File: src/rtl/mult_div_unit.sv
// Iterative 32-cycle unsigned multiply (shift-add) / divide (restoring) unit
// with HI/LO registers and a direct register-file write port for MFHI/MFLO.
module mult_div_unit #(
  parameter int WIDTH = 32
) (
  input  logic             clk,
  input  logic             rst,
  input  logic             start,
  input  logic [1:0]       op,
  input  logic [WIDTH-1:0] operand_a,
  input  logic [WIDTH-1:0] operand_b,
  input  logic [4:0]       dest_register,
  output logic             busy,
  output logic             done,
  output logic [WIDTH-1:0] hi,
  output logic [WIDTH-1:0] lo,
  output logic [4:0]       write_register,
  output logic [WIDTH-1:0] write_data,
  output logic             RegWrite
);

  localparam logic [1:0] OP_MULTU = 2'b00;
  localparam logic [1:0] OP_DIVU  = 2'b01;
  localparam logic [1:0] OP_MFHI  = 2'b10;

  typedef enum logic [1:0] {
    IDLE = 2'b00,
    MUL  = 2'b01,
    DIV  = 2'b10
  } state_t;

  state_t               state_q;
  state_t               state_d;
  logic [4:0]           count_q;
  logic [2*WIDTH-1:0]   acc_q;
  logic [WIDTH-1:0]     opnd_q;

  logic                 accept;
  logic                 last_iter;
  logic [WIDTH:0]       mul_sum;
  logic [2*WIDTH-1:0]   mul_next;
  logic [WIDTH:0]       div_shift;
  logic [WIDTH:0]       div_diff;
  logic                 div_ge;
  logic [2*WIDTH-1:0]   div_next;
  logic [2*WIDTH-1:0]   acc_d;

  assign accept    = start && (state_q == IDLE);
  assign last_iter = (count_q == 5'd31);
  assign busy      = (state_q != IDLE);

  // Multiply: acc holds {partial product, remaining multiplier bits}.
  assign mul_sum  = {1'b0, acc_q[2*WIDTH-1:WIDTH]} + (acc_q[0] ? {1'b0, opnd_q} : '0);
  assign mul_next = {mul_sum, acc_q[WIDTH-1:1]};

  // Divide: acc holds {partial remainder, dividend bits becoming quotient}.
  // A zero divisor always "subtracts", giving all-ones quotient and rem = dividend.
  assign div_shift = {acc_q[2*WIDTH-1:WIDTH], acc_q[WIDTH-1]};
  assign div_diff  = div_shift - {1'b0, opnd_q};
  assign div_ge    = (div_shift >= {1'b0, opnd_q});
  assign div_next  = div_ge ? {div_diff[WIDTH-1:0],  acc_q[WIDTH-2:0], 1'b1}
                            : {div_shift[WIDTH-1:0], acc_q[WIDTH-2:0], 1'b0};

  assign acc_d = (state_q == MUL) ? mul_next : div_next;

  always_comb begin
    // NOTE: default first so every path assigns state_d and no latch is inferred.
    state_d = state_q;
    case (state_q)
      IDLE: begin
        if (start && op == OP_MULTU)     state_d = MUL;
        else if (start && op == OP_DIVU) state_d = DIV;
      end
      MUL, DIV: begin
        if (last_iter) state_d = IDLE;
      end
      default: state_d = IDLE;
    endcase
  end

  // NOTE: sequential state uses non-blocking assignments so every register
  // samples pre-edge values regardless of statement order.
  always_ff @(posedge clk or posedge rst) begin
    if (rst) state_q <= IDLE;
    else     state_q <= state_d;
  end

  always_ff @(posedge clk or posedge rst) begin
    if (rst) begin
      acc_q   <= '0;
      opnd_q  <= '0;
      count_q <= '0;
      hi      <= '0;
      lo      <= '0;
      done    <= 1'b0;
    end else begin
      done <= 1'b0;
      if (state_q == IDLE) begin
        count_q <= '0;
        if (start && op == OP_MULTU) begin
          acc_q  <= {{WIDTH{1'b0}}, operand_b};
          opnd_q <= operand_a;
        end else if (start && op == OP_DIVU) begin
          acc_q  <= {{WIDTH{1'b0}}, operand_a};
          opnd_q <= operand_b;
        end
      end else begin
        acc_q   <= acc_d;
        count_q <= count_q + 5'd1;
        if (last_iter) begin
          hi   <= acc_d[2*WIDTH-1:WIDTH];
          lo   <= acc_d[WIDTH-1:0];
          done <= 1'b1;
        end
      end
    end
  end

  // Move-from HI/LO: one-cycle write strobe; register 0 is never written.
  always_ff @(posedge clk or posedge rst) begin
    if (rst) begin
      RegWrite       <= 1'b0;
      write_register <= '0;
      write_data     <= '0;
    end else if (accept && op[1] && dest_register != 5'd0) begin
      RegWrite       <= 1'b1;
      write_register <= dest_register;
      write_data     <= (op == OP_MFHI) ? hi : lo;
    end else begin
      RegWrite       <= 1'b0;
      write_register <= '0;
      write_data     <= '0;
    end
  end

endmodule

File: config.mk
export PLATFORM = sky130hd
export DESIGN_NAME = mult_div_unit
export DESIGN_NICKNAME = d
export VERILOG_FILES = /design/src/rtl/mult_div_unit.sv
export SDC_FILE = /design/constraint.sdc
export NUM_CORES = 1
export LEC_CHECK = 0
export BUFFER_PORTS_ARGS = -buffer_cell sky130_fd_sc_hd__buf_4
export CAP_MARGIN = 20
export CORE_MARGIN = 2
export CORE_UTILIZATION = 60
export DETAILED_ROUTE_END_ITERATION = 6
export MAX_ROUTING_LAYER = met4
export PLACE_DENSITY_LB_ADDON = 0.2
export SLEW_MARGIN = 20
export SYNTH_ARGS = -nofsm -noshare
export SYNTH_HDL_FRONTEND = slang
export SYNTH_SLANG_ARGS = --single-unit
File: constraint.sdc
create_clock -name clk -period 10.3 [get_ports clk]
set_clock_uncertainty 0.2 [all_clocks]
set_input_delay 1.545 -clock clk [delete_from_list [all_inputs] [get_ports clk]]
set_output_delay 1.545 -clock clk [all_outputs]
set_load 0.01 [all_outputs]
==> results of run 1 <==
final cells by class:
class | count | area (µm²)
multi-input combinational | 1259 | 7690
fill | 1740 | 6260
inverter | 52 | 204
timing repair buffer | 195 | 1460
sequential | 206 | 5150
tap | 280 | 350
clock buffer | 33 | 683
clock inverter | 7 | 77.6
worst paths after layout:
check                      cells past startpoint         end       start
max in group asynchronous                      3  opnd_q[22]         rst
min reg2reg                                    1  count_q[0]  count_q[0]
min                                            1  count_q[0]  count_q[0]
max reg2reg                                   13   acc_q[63]    acc_q[0]
max                                           13   acc_q[63]    acc_q[0]
min in group asynchronous                      2       lo[7]         rst
through the flow:
| step | area, µm² | setup WS (ns) | power [µW] | hold WS [ns] |
|---|---|---|---|---|
| 2_1_floorplan | 13400 | 2.93 | 3980 | 0.224 |
| 5_1_grt | 15600 | 5.96 | 6470 | 0.292 |
| 3_5_place_dp | 14900 | 6.21 | 5110 | 0.247 |
| 4_1_cts | 15600 | 6.20 | 5970 | 0.257 |
| 3_3_place_gp | 14900 | 6.36 | 5050 | 0.241 |
| 6_report | 15600 | 6.10 | 6050 | 0.257 |
worst max-delay path: cells and delay by family, from the launching register on:
family          cells  cell delay [ns]
simple gates        2             0.72
fa+ha+maj           2             0.40
compound gates      8             2.10
buf+inv             1             0.35
flops               1             0.32
cell families (layout without fill, tap and decap cells):
kind of cell | Yosys count | after routing | synth area share [%]
and+or+nand+nor | 589 | 589 | 19.6
AOI/OAI and AO/OA | 473 | 473 | 21.8
DFF | 206 | 206 | 38.5
buffers and inverters | 146 | 287 | 4.32
muxes | 74 | 74 | 5.75
adders and majority gates | 70 | 70 | 6.65
xor gates and xnor gates | 53 | 53 | 3.46
routing by layer:
layer | wire length (µm) | share of wire, % | GRT usage (%) | up-vias
li1 | - | - | - | 5919
met1 | 17600 | 39 | 48.5 | 6256
met2 | 20800 | 46 | 60.4 | 696
met3 | 3980 | 8.8 | 7.06 | 168
met4 | 2820 | 6.2 | 20.5 | 0
met5 | 0 | 0 | - | -
registers in the layout, indices dropped and copies added, names as in the netlist:
register and cells:
acc_q 64, hi 32, lo 32, opnd_q 32, write_data 32, count_q 5, write_register 5, state_q 2
RegWrite 1, done 1
cell usage in the layout, fill, tap and decap left out, drive strengths merged, types with 11 or more instances in the layout:
cell type  instances
a211oi            26
a21o              22
a21oi            163
a31oi             15
and2              44
buf              195
clkbuf            33
dfrtp            206
ha                68
inv               50
mux2              24
mux2i             50
nand2            313
nand3             23
nand4             11
nor2             109
nor2b             30
nor3              20
o21ai            114
o21bai            12
o22ai             35
o31ai             21
xnor2             27
xor2              26
power by group through the flow:
| stage | clock network [µW] | registers [µW] | logic (µW) |
|---|---|---|---|
| finish | 832 | 1480 | 3740 |
| global route | 864 | 1510 | 4100 |
| CTS | 837 | 1470 | 3670 |
| detailed placement | 0 | 1480 | 3630 |
| global placement | 0 | 1470 | 3580 |
| floorplan | 0 | 1400 | 2580 |
==> impl_metrics.tcl, run 1 <==
set metrics [dict create \
    run_status "finished clean" \
    die_y_um 153 \
    wl_per_cell_um 22.2 \
    coreArea_um2 21900 \
    num_rows 54 \
    synth_edf_count 0 \
    cts_sinks 206 \
    min_path_type "flop to flop" \
    synth_async_sr_flop_share_pct 100 \
    rsz0062_at_grt "no" \
    clkTransAtPathRegs_ns 0.06 \
    clock-root-buffer "clkbuf_16" \
    syn_nets 1755 \
    postCtsSetupRepairBufs 0 \
    tightest_slew_ns 1.02 \
    antenna_found_initial 0 \
    die_area_um2 23600 \
    clk_path_buf_depth 3 \
    die_w_um 153 \
    maxSlewViolCount 0 \
    min_period_over_period_pct 40.8 \
    insertedDiodeCount 0 \
    place_congestion 0.999 \
    crit_slowest_cell "o41ai_1" \
    path_cells "buf_4 -> and2_1 -> ha_1 -> fa_1 -> a21o_1 -> a311oi_1 -> nor4b_1 -> a21bo_2 -> a31oi_1 -> o41ai_1 -> o22a_1 -> o21ai_0 -> a41oi_1" \
    yosys_warnings 0 \
    drc 0 \
    drt_iter0_drc 1073 \
    switchingPower_uw 2980 \
    synth_seq_cells 206 \
    yosysTopAreaCellShare_pct 38.5 \
    synth.most_common_cell "nand2_1" \
    syn_area_um2 13400 \
    io_pins 178 \
    path_max_fanout 34 \
    cts_tree "done" \
    netlist_top_cells_area "dfrtp_1, nand2_1, ha_1, a21oi_1, o21ai_0" \
    grt_start_max_net_pins 135 \
    dpl.cell_count 1992 \
    portBuffers 177 \
    p_sw_share_pct 49.3 \
    synthTopCellsByCount "nand2_1, dfrtp_1, a21oi_1, o21ai_0, nor2_1" \
    vias_per_cell 6.42 \
    required_ns 10.55 \
    report.final.hold_viol_count 0 \
    syn_avg_cell_area_um2 8.32 \
    synth_top_flop_cell "dfrtp_1" \
    grt_usage_pct 38.8 \
    grt.overflow.total 0 \
    layout.nets 1881 \
    setup_violations 0 \
    power.density_nw_per_um2 387 \
    vias 13000 \
    grt_pass1_wl_um 70400 \
    p_leak_uw 0.00729 \
    ant_nets 0 \
    dp_hpwl_um 32000 \
    synth.largest_area_cell "dfrtp_1" \
    power_frac_clock_pct 13.8 \
    pwr-share-seq_pct 24.5 \
    syn2layout_area_growth_pct 16.6 \
    post-route-util_pct 71.4 \
    fmax_ghz 0.238 \
    setup_tns_ns 0 \
    cts_max_level 1 \
    initial_core_util_pct 61.2 \
    fin_cells 2032 \
    critPathCaptureType "flop" \
    clk_latency_ns 0.54 \
    max_stage_delay_ns 0.70 \
    start_kind "flop" \
    rrSetupSlack_ns 6.10 \
    synth_cells 1611 \
    drive_gt1_share_pct 16.0 \
    maxSlewHeadroom_pct 31.2 \
    cts_hold_buf 0 \
    post_cts_resized 0 \
    cap_violations 0 \
    wl_um 45100 \
    crit_arrival_ns 4.45 \
    comb_power_share_pct 61.7 \
    ys_seq_area_share_pct 38.5 \
    ir_worst_vdd_mv 0.228 \
    dr.pass1.iters 5 \
    grt_pass1_vias 12800 \
    numCtsBuffers 23 \
    p_int_uw 3070 \
    ys_types 76 \
    path_class "flop to flop" \
    period_minus_slack_ns 4.20 \
]
Power figures use the tool's default switching activity.
==> inputs of run 2 (changes only) <==
- CORE_UTILIZATION: 60 -> 53
- clock period: 10.3 -> 3.75 ns (I/O delays scaled with it)
==> impl_metrics.tcl, run 2 (synthesis results as in run 1) <==
set metrics [dict create \
    run_status "complete, but fails checks" \
    violations "negative hold slack" \
    power.density_nw_per_um2 1070 \
    maxSlewViolCount 0 \
    fmax_ghz 0.276 \
    grt_pass1_wl_um 72200 \
    start_kind "flop" \
    die_area_um2 26600 \
    tightest_slew_ns 1.02 \
    top_register "acc_q" \
    dpl_cell_area_um2 15300 \
    grt.overflow.total 0 \
    setup_violations 0 \
    hold_ws_ns -0.00793 \
    layout.nets 1932 \
    wl_met1_um 18600 \
    wl_per_cell_um 22.1 \
    report.final.hold_viol_count 8 \
    portBuffers 177 \
    crit_arrival_ns 3.84 \
    period_minus_slack_ns 3.63 \
    cap_violations 0 \
    die_w_um 163 \
    largest_reg_flops 64 \
    p_leak_uw 0.00751 \
    grt_pass1_vias 12800 \
    highest_layer "met4" \
    num_rows 58 \
    maxSlewHeadroom_pct 31.9 \
    cts_sinks 206 \
    clkTransAtPathRegs_ns 0.06 \
    numCtsBuffers 24 \
    dp_hpwl_um 34700 \
    io_pins 178 \
    dr.pass1.iters 7 \
    final_common_cell "nand2_1" \
    drc 0 \
    insertedDiodeCount 0 \
    clk_path_buf_depth 3 \
    critPathCaptureType "flop" \
    path_max_fanout 12 \
    clock-root-buffer "clkbuf_16" \
    cts_max_level 1 \
    finalWorstSetupSlack_ns 0.122 \
    ant_nets 0 \
    required_ns 3.96 \
    cts_tree "done" \
    wl_met2_um 22300 \
    setup_tns_ns 0 \
    coreArea_um2 25000 \
    die_y_um 163 \
    vias 13100 \
    vias_per_cell 6.13 \
    syn2layout_area_growth_pct 20.3 \
    drt_iter0_drc 1124 \
    layout_common_cells "nand2_1, buf_4, dfrtp_1" \
    min_path_type "input pin to async pin" \
    min_period_over_period_pct 96.8 \
    dp_slack_ns -0.382 \
    antenna_found_initial 0 \
    design_area_um2 16100 \
    clk_latency_ns 0.51 \
    ir_worst_vdd_mv 0.522 \
    initial_core_util_pct 53.5 \
    met3RoutedLength_um 3400 \
    path_class "flop to flop" \
    drive_gt1_share_pct 18.7 \
    rsz0062_at_grt "no" \
    grt_start_max_net_pins 122 \
    grt_usage_pct 36.3 \
    place_congestion 0.957 \
    wl_um 47000 \
]
[run 2: where the power goes]
part           switching (µW)  total [µW]  internal (µW)
clock                     909        2210           1310
combinational            6520       10900           4400
sequential                979        4090           3110
total                    8410       17200           8820
[run 2: worst paths after layout]
check / start / to / slack, ns / cells after the start
setup / recovery: acc_q[0] / acc_q[55] / 0.12 / 11
setup reg to reg: acc_q[0] / acc_q[55] / 0.12 / 11
min in group clk: dest_register[0] / write_register[0] / 0.06 / 2
hold reg to reg: count_q[0] / count_q[0] / 0.26 / 1
hold / removal: rst / write_register[4] / -0.008 / 3
max in group asynchronous: rst / acc_q[0] / 2.71 / 3
[run 2: timing repair]
action / 4_1_cts / 5_1_grt
gates resized for setup: 6 / 12
hold endpoints to repair: 0 / 0
buffers inserted: 0 / 3
pin swaps: 0 / 2
endpoints found under the setup margin: 25 / 31
hold buffers: 0 / 0
[run 2: worst max-delay path, stage by stage, from the launching register on]
cell and delay [ns]:
dfrtp_4 0.56, buf_4 0.21, and2_1 0.18, fa_1 0.43, a21o_1 0.21, a311oi_2 0.36
nor4b_2 0.11, a21bo_2 0.27, a31oi_2 0.28, o31ai_1 0.20, and3_1 0.23, o41ai_2 0.27
[run 2: layer usage]
metal	vias to the layer above	track usage, %
met5	-	-
li1	6022	-
met4	0	17.8
met1	6313	44.1
met2	574	59.2
met3	149	5.71
[run 2: per-stage QoR]
stage | utilization (%) | total power, µW | instances | hold slack, ns
after floorplan | - | 10900 | 1611 | 0.224
after global placement | 61.1 | 14600 | 2089 | 0.241
after detailed placement | 61.1 | 14700 | 2089 | 0.250
after CTS | 64.1 | 17000 | 2128 | 0.0268
after global routing | 64.4 | 18500 | 2131 | 0.0424
final | 64.4 | 17200 | 2131 | -0.00793
[run 2: cell type report]
type / instances / area, µm²
fill: 2155 / 8910
multi-input combinational: 1259 / 7750
sequential: 206 / 5160
timing repair buffer: 245 / 1860
clock buffer: 37 / 721
tap: 330 / 413
inverter: 52 / 200
clock inverter: 2 / 12.5
==> inputs of run 3 (changes only) <==
- CORE_MARGIN: 2 -> 3
==> impl_metrics.tcl, run 3 (synthesis results as in run 1) <==
set metrics [dict create \
    run_status "finished clean" \
    clk_path_buf_depth 3 \
    max_stage_delay_ns 0.53 \
    num_rows 57 \
    comb_power_share_pct 63.2 \
    place_congestion 1.00 \
    cts_max_level 1 \
    switchingPower_uw 8270 \
    die_y_um 165 \
    worstSetupStartpoint "acc_q[50]" \
    path_cells "ha_1 -> and4_4 -> nand4_2 -> or4_4 -> a21oi_4 -> o21ba_2 -> nor2_8 -> buf_12 -> a211oi_1 -> o31ai_1" \
    min_period_over_period_pct 96.6 \
    vias 13100 \
    min_path_type "input pin to flop" \
    path_class "flop to flop" \
    wl_per_cell_um 21.4 \
    final-seq-area_um2 5160 \
    critPathCaptureType "flop" \
    drive_gt1_share_pct 18.2 \
    power.total_uw 17000 \
    dp_hpwl_um 33400 \
    p_sw_share_pct 48.5 \
    setup_violations 0 \
    cts_sinks 206 \
    die_area_um2 27200 \
    path_max_fanout 15 \
    p_int_uw 8780 \
    power_frac_clock_pct 12.9 \
    rrSetupSlack_ns 0.13 \
    period_minus_slack_ns 3.62 \
    tightest_slew_ns 1.04 \
    coreArea_um2 24600 \
    grt.overflow.total 0 \
    grt_pass1_vias 12500 \
    antenna_found_initial 0 \
    fillers 2123 \
    numCtsBuffers 24 \
    fmax_ghz 0.276 \
    wl_um 45300 \
    maxSlewHeadroom_pct 30.8 \
    initial_core_util_pct 54.5 \
    reg2reg_depth 10 \
    portBuffers 177 \
    r2r_end "acc_q[36]" \
    drc 0 \
    p_leak_uw 0.00748 \
    cts_tree "done" \
    grt_util_met2_pct 54.0 \
    clkTransAtPathRegs_ns 0.06 \
    ant_nets 0 \
    layout_common_cells "nand2_1, buf_4, dfrtp_1" \
    crit_arrival_ns 3.78 \
    crit_slowest_cell "or4_4" \
    maxSlewViolCount 0 \
    top_register "acc_q" \
    grt_usage_pct 33.3 \
    syn2layout_area_growth_pct 19.9 \
    start_kind "flop" \
    power.density_nw_per_um2 1060 \
    clk_latency_ns 0.52 \
    grt_start_max_net_pins 92 \
    dpl.cell_count 2073 \
    dr.pass1.iters 5 \
    multi_input_area_um2 7750 \
    ir_worst_vdd_mv 0.569 \
    die_w_um 165 \
    cap_violations 0 \
    grt_pass1_wl_um 68800 \
    worstReg2RegStart "acc_q[50]" \
    final_common_cell "nand2_1" \
    fin_cells 2116 \
    use_met3_pct 3.89 \
    pwr-share-seq_pct 23.9 \
    grt-busiest-layer "met2" \
    vias_per_cell 6.19 \
    report.final.hold_viol_count 0 \
    cp-endpoint "acc_q[36]" \
    required_ns 3.91 \
    rsz0062_at_grt "yes" \
    clock-root-buffer "clkbuf_16" \
    drt_iter0_drc 1186 \
    layout.nets 1922 \
    grt_util_met1_pct 42.2 \
    hold_ws_ns 0.0726 \
    io_pins 178 \
    largest_reg_flops 64 \
    insertedDiodeCount 0 \
]
## run 3: changes by cell type in the layout (fill, tap and decap cells not counted), sizes merged
| cell | before | now |
|---|---|---|
| buf | 245 | 234 |
| dlygate4sd3 | 0 | 1 |
| clkinv | 5 | 10 |
| clkbuf | 37 | 34 |
| clkinvlp | 2 | 1 |
## run 3: worst max-delay path: cells and delay by family (launching register included)
family / cells / cell delay (ns)
AO/OA/AOI/OAI: 4 / 1.06
flip-flops: 1 / 0.44
AND/OR/NAND/NOR: 4 / 1.12
buffers and inverters: 1 / 0.17
adder cells (fa/ha/maj): 1 / 0.47
## run 3: layout make-up
type | count | share of cell area, %
Clock buffer | 34 | 4.29
Clock inverter | 6 | 0.234
Inverter | 52 | 1.25
Multi-Input combinational cell | 1259 | 48.2
Sequential cell | 206 | 32.1
Tap cell | 324 | 2.52
Timing Repair Buffer | 235 | 11.4
## run 3: power groups by stage
stage | registers, µW | clock network (µW) | logic, µW
after CTS | 4050 | 2220 | 10500
after global placement | 4060 | 0 | 10300
after detailed placement | 4080 | 0 | 10400
after global routing | 4140 | 2310 | 11800
final | 4080 | 2200 | 10800
after floorplan | 3840 | 0 | 7090
## run 3: through the flow
step	setup TNS [ns]	instance area, µm²	util, %	worst slack [ns]
3_3_place_gp	-0.00856	15200	62.0	-0.00488
6_report	0	16100	65.3	0.128
3_5_place_dp	-0.177	15200	62.0	-0.104
4_1_cts	0	16000	65.0	0.0281
5_1_grt	-0.475	16100	65.3	-0.0604
2_1_floorplan	0	13400	-	0.315
## run 3: what timing repair did
action | 4_1_cts | 5_1_grt
buffers inserted | 0 | 2
hold buffers | 1 | 0
setup endpoints to repair | 4 | 35
pin swaps | 0 | 1
endpoints found under the hold margin | 11 | 0
cloned | 0 | 0
resized for setup | 2 | 10
## run 3: metal layers
| layer | vias to the layer above | wire, µm |
|---|---|---|
| met4 | 0 | 2370 |
| li1 | 6006 | - |
| met1 | 6319 | 18300 |
| met5 | - | 0 |
| met2 | 634 | 21400 |
| met3 | 143 | 3170 |
## run 3: how the worst min path moves through the flow
stage                      from                 to  slack (ns)  cells after the start
4_1_cts        dest_register[2]  write_register[2]        0.06                      2
2_1_floorplan        count_q[0]         count_q[0]        0.22                      1
3_3_place_gp         count_q[0]         count_q[0]        0.24                      1
5_1_grt        dest_register[3]  write_register[3]        0.07                      2
3_5_place_dp         count_q[0]         count_q[0]        0.25                      1
6_report       dest_register[2]  write_register[2]        0.07                      2
